`src/rtl/game_switch_ctrl.sv`:
```
// rtl/game_switch_ctrl.sv - game select sequencer: debounced reload, frame-aligned core reset, RAM clear handshake
module game_switch_ctrl #(
  parameter logic [15:0] DEBOUNCE_CYCLES = 16'd50000,
  parameter int          RESET_HOLD      = 64,
  parameter int          VBL_TIMEOUT     = 400000
) (
  input  logic       clk,
  input  logic       rst_n,
  input  logic [3:0] sw,
  input  logic       load_btn,
  input  logic       vblank,
  input  logic       clr_done,
  output logic [3:0] game,
  output logic       sys_rst_n,
  output logic       clr_req,
  output logic       busy,
  output logic       game_changed
);

  localparam int HW = $clog2(RESET_HOLD + 1);
  localparam int TW = $clog2(VBL_TIMEOUT + 1);
  localparam logic [HW-1:0] HOLD_LAST = HW'(RESET_HOLD - 1);
  localparam logic [TW-1:0] TO_LAST   = TW'(VBL_TIMEOUT - 1);

  localparam logic [3:0] EMS = 4'd0, MARIO = 4'd1, DONKEY_KONG = 4'd2, PACMAN = 4'd3,
                         GALAGA = 4'd4, DEFENDER2 = 4'd5, TENNIS = 4'd6, GOLF = 4'd7,
                         PINBALL = 4'd8;

  typedef enum logic [1:0] {HOLD, CLEAR, RUN, ARM} state_t;

  state_t        state, state_next;
  logic [HW-1:0] hold_cnt, hold_next;
  logic [TW-1:0] to_cnt, to_next;
  logic [3:0]    game_next;
  logic          srst_next, clr_next, busy_next, chg_next;

  logic [3:0]  sw_meta, sw_sync;
  logic        btn_meta, btn_sync, btn_db, btn_db_d;
  logic [15:0] db_cnt;
  logic        press;

  function automatic logic [3:0] decode(input logic [3:0] s);
    case (s)
      4'b0001: return MARIO;
      4'b0010: return DONKEY_KONG;
      4'b0011: return PACMAN;
      4'b0100: return GALAGA;
      4'b0101: return DEFENDER2;
      4'b0110: return TENNIS;
      4'b0111: return GOLF;
      4'b1000: return PINBALL;
      default: return EMS;
    endcase
  endfunction

  // Debounce timer only runs while the synchronized input disagrees with the accepted level.
  always_ff @(posedge clk or negedge rst_n) begin
    if (!rst_n) begin
      sw_meta  <= '0;
      sw_sync  <= '0;
      btn_meta <= 1'b0;
      btn_sync <= 1'b0;
      btn_db   <= 1'b0;
      btn_db_d <= 1'b0;
      db_cnt   <= '0;
    end else begin
      sw_meta  <= sw;
      sw_sync  <= sw_meta;
      btn_meta <= load_btn;
      btn_sync <= btn_meta;
      btn_db_d <= btn_db;
      if (btn_sync == btn_db) begin
        db_cnt <= '0;
      end else if (db_cnt == DEBOUNCE_CYCLES - 16'd1) begin
        btn_db <= btn_sync;
        db_cnt <= '0;
      end else begin
        db_cnt <= db_cnt + 16'd1;
      end
    end
  end

  assign press = btn_db & ~btn_db_d;

  always_ff @(posedge clk or negedge rst_n) begin
    if (!rst_n) begin
      state        <= HOLD;
      hold_cnt     <= '0;
      to_cnt       <= '0;
      game         <= EMS;
      sys_rst_n    <= 1'b0;
      clr_req      <= 1'b0;
      busy         <= 1'b1;
      game_changed <= 1'b0;
    end else begin
      state        <= state_next;
      hold_cnt     <= hold_next;
      to_cnt       <= to_next;
      game         <= game_next;
      sys_rst_n    <= srst_next;
      clr_req      <= clr_next;
      busy         <= busy_next;
      game_changed <= chg_next;
    end
  end

  always_comb begin
    state_next = state;
    hold_next  = hold_cnt;
    to_next    = to_cnt;
    game_next  = game;
    srst_next  = sys_rst_n;
    clr_next   = clr_req;
    chg_next   = 1'b0;
    case (state)
      HOLD: begin
        srst_next = 1'b0;
        hold_next = hold_cnt + 1'b1;
        if (hold_cnt == HOLD_LAST) begin
          game_next  = decode(sw_sync);
          clr_next   = 1'b1;
          state_next = CLEAR;
        end
      end
      CLEAR: begin
        clr_next  = 1'b1;
        srst_next = 1'b0;
        if (clr_done) begin
          clr_next   = 1'b0;
          srst_next  = 1'b1;
          chg_next   = 1'b1;
          state_next = RUN;
        end
      end
      RUN: begin
        srst_next = 1'b1;
        if (press) begin
          to_next    = '0;
          state_next = ARM;
        end
      end
      ARM: begin
        // Core keeps running until the frame boundary so the reload is glitch-free on screen.
        srst_next = 1'b1;
        to_next   = to_cnt + 1'b1;
        if (vblank || to_cnt == TO_LAST) begin
          hold_next  = '0;
          srst_next  = 1'b0;
          state_next = HOLD;
        end
      end
      default: state_next = HOLD;
    endcase
    busy_next = (state_next != RUN);
  end

endmodule
```
`config.mk`:
```
export PLATFORM = sky130hd
export DESIGN_NAME = game_switch_ctrl
export DESIGN_NICKNAME = d
export VERILOG_FILES = /design/src/rtl/game_switch_ctrl.sv
export SDC_FILE = /design/constraint.sdc
export NUM_CORES = 1
export LEC_CHECK = 0
export BUFFER_PORTS_ARGS = -buffer_cell sky130_fd_sc_hd__buf_4
export CAP_MARGIN = 20
export CORE_MARGIN = 4
export CORE_UTILIZATION = 57
export CTS_BUF_LIST = sky130_fd_sc_hd__clkbuf_2
export CTS_CLUSTER_SIZE = 16
export DETAILED_ROUTE_END_ITERATION = 10
export PLACE_DENSITY = 0.78
export SLEW_MARGIN = 25
export SYNTH_ARGS = -nofsm -noshare
export SYNTH_HDL_FRONTEND = slang
export SYNTH_SLANG_ARGS = --single-unit
export TNS_END_PERCENT = 10
```
`constraint.sdc`:
```
create_clock -name clk -period 1.85 [get_ports clk]
set_clock_uncertainty 0.1 [all_clocks]
set_input_delay 0.185 -clock clk [delete_from_list [all_inputs] [get_ports clk]]
set_output_delay 0.185 -clock clk [all_outputs]
set_load 0.05 [all_outputs]
```
==> out/metrics.csv <==
stage,metric,value,unit
run_status,status,"complete, no violations",
layout,Layout area overhead,21.9,%
floorplanning,Die Height,80.1,um
setup_path,Worst setup EP type,flip-flop,
timing,Setup Viol. Count Final,0,
layout,# nets final,347,
clock_network,CTS tree,built,
floorplanning,boundary pin count,17,
timing,"Slew Viols, Final",0,
layout,"commonest non-fill, non-tap cell in the layout",dfrtp_1,
clock_network,clock buffer depth,2,
clock_network,worst skew pair latency,0.51,ns
synthesis,Synth cell types,49,
drt,drt total wl,6020,um
synthesis,mux contribution to synthesized area,3.38,%
layout,Util after Layout,73.9,%
run,# Max-Cap Violations,0,
setup_path,crit path launch type,flip-flop,
synthesis,Mapped Cells,279,
placed_design,GP Congestion,0.855,
timing,Max-slew headroom,69.8,%
layout,n_diodes,0,
floorplanning,Initial Utilization,60.7,%
setup_path,kind of critical path,reg -> reg,
timing,period utilisation layout,98.8,%
drt,routed vias/inst,5.66,
placed_design,port bufs,16,
synthesis,syn_nets,291,
synthesis,share of flip-flops with an asynchronous set or reset,100,%
synthesis,compound-cell area share of the yosys netlist,9.09,%
clock_network,Max H-tree Level,3,
global_route,global route overflow,0,
timing,post-route setup TNS,0,ns
global_route,first-pass GRT wire length,10600,um
placed_design,placed cells,379,
pwr,Tot Pwr,3.11,mW
floorplanning,die area,6410,sq um
drt,initial drt markers,81,
layout,layout cells sized above 1,25.3,%
clock_network,clk root buf,clkbuf_2,
synthesis,"EDFF count, synth",0,
synthesis,top_reg_cell synth,dfrtp_1,
min_path,worst min path class,in -> async,
synthesis,Synth Area in XOR/XNOR,5.92,%
timing,RSZ-0062 raised after global routing,true,
drt,DRC Markers,0,
synthesis,Mapped Area,2960,sq um
synthesis,syn_area_per_cell,10.6,sq um
synthesis,sequential area share after synthesis,54.1,%
clock_network,Inserted Clock Buffers,9,
pwr,Pleak,1.57,nW
global_route,GRT Util Overall,21.6,%
global_route,initial antenna violation count,0,
timing,Max Freq,0.547,GHz
layout,post-route insts no fill,407,
setup_path,Critical Path AT,2.16,ns
clock_network,clock transition at the registers of the reported paths,0.21,ns
timing,Final min period,1.83,ns
clock_network,Clock Sinks,64,
synthesis,register bit total from synthesis,64,
drt,Vias,2302,
synthesis,Synth Area in Adders,1.27,%
pwr,PD cells,862,nW/um^2
global_route,largest net degree at the start of global routing,36,
synthesis,synth warn,0,
placed_design,Final HPWL DP,4060,um
setup_path,Worst Path Max Fanout,3,
timing,final hold slack,0.0649,ns
synthesis,Post-Synth Simple-Gate Area,24.2,%
global_route,vias in the first global route,2303,
drt,drt first pass iters,4,
timing,worst slew pin tran,0.453,ns
floorplanning,row count,25,
floorplanning,die width,80.1,um
floorplanning,core area,4880,sq um
synthesis,combinational family with the most area after synthesis,simple AND/OR/NAND/NOR gates,
drt,routed len/inst,14.8,um
timing,Final Hold Fails,0,
pwr,VDD IR max,834,uV
drt,post-route ant nets,0,
setup_path,CP required,2.18,ns
layout,most frequent cells in the layout,"dfrtp_1 (62), buf_4 (42), nor2_1 (26)",
-- routing by layer --
layer	GRT usage, %	wire, um
met5	0	0
met4	6.25	123
met3	7.40	223
met2	36.8	3100
met1	26.0	2570
-- sequential cells by signal (all words and copies together) (netlist names) --
register      flops
sw_sync           4
db_cnt           16
to_cnt           19
sys_rst_n         1
clr_req           1
game_changed      1
btn_db_d          1
game              4
btn_meta          1
hold_cnt          7
sw_meta           4
state             2
btn_sync          1
busy              1
btn_db            1
-- cell usage after synthesis (2+ instances only) --
master	count	area, sq um
a21oi_1	17	85.1
and2_1	2	12.5
and3_1	4	25.0
and4_1	2	17.5
clkbuf_1	5	18.8
dfrtp_1	63	1580
ha_1	3	37.5
inv_1	8	30.0
mux2_2	4	45.0
mux2i_1	4	40.0
nand2_1	25	93.8
nand3_1	12	60.1
nand4_1	10	62.6
nor2_1	26	97.6
nor2b_1	4	25.0
nor3_1	6	30.0
nor4_1	5	31.3
nor4b_1	2	17.5
nor4bb_1	2	20.0
o21ai_0	9	45.0
o31ai_1	6	45.0
or2_2	5	31.3
or3_1	6	37.5
or4_1	6	45.0
xnor2_1	12	105
xor2_1	8	70.1
-- power by group --
| group | switching (mW) | total, mW | internal [mW] |
|---|---|---|---|
| sequential | 0.112 | 1.64 | 1.53 |
| clock | 0.553 | 1.02 | 0.464 |
| combinational | 0.262 | 0.453 | 0.191 |
| total | 0.927 | 3.11 | 2.19 |
-- area by class of cell --
type | instances | area, sq um
Tap cell | 67 | 83.8
Clock buffer | 9 | 45.0
Timing Repair Buffer | 51 | 415
Inverter | 8 | 30.0
Fill cell | 346 | 1270
Sequential cell | 64 | 1600
Clock inverter | 7 | 104
Multi-Input combinational cell | 201 | 1330
-- per-stage QoR --
stage	instance area (sq um)	worst slack [ns]
6_report	3610	0.0228
5_1_grt	3610	-0.0292
4_1_cts	3560	0.000844
2_1_floorplan	2960	0.0157
3_5_place_dp	3320	0.00798
3_3_place_gp	3320	0.0852
-- critical path, stage by stage (launching register included) --
cell,delay [ns]
dfrtp_1,0.43
ha_2,0.20
nand4_1,0.13
or4_4,0.58
mux2_4,0.32
-- cell families (layout without fill, tap and decap cells) --
kind of cell / count (synthesis) / after routing
buf+inv: 14 / 75
mux: 9 / 9
flops: 64 / 64
fa+ha+maj: 3 / 3
compound gates: 42 / 42
xor+xnor: 20 / 20
simple gates: 127 / 127
-- final timing paths --
path / start / to / slack [ns] / depth (start not counted)
min in group clk: sw[2] / sw_meta[2]$_DFF_PN0_ / 0.21 / 2
max reg2reg: db_cnt[1]$_DFF_PN0_ / btn_db$_DFFE_PN0P_ / 0.02 / 4
min: rst_n / game[0]$_DFFE_PN0P_ / 0.06 / 2
min reg2reg: sw_meta[3]$_DFF_PN0_ / sw_sync[3]$_DFF_PN0_ / 0.28 / 0
max in group asynchronous: rst_n / to_cnt[3]$_DFFE_PN0P_ / 1.08 / 3
max: db_cnt[1]$_DFF_PN0_ / btn_db$_DFFE_PN0P_ / 0.02 / 4
-- what timing repair did --
action | in CTS | in global routing
resized for setup | 1 | 9
pin swaps | 1 | 4
endpoints found under the setup margin | 3 | 33
endpoints found under the hold margin | 80 | 0
hold buffers | 8 | 0
buffers inserted | 1 | 3
Note: power is estimated with default switching activity, not from simulation.
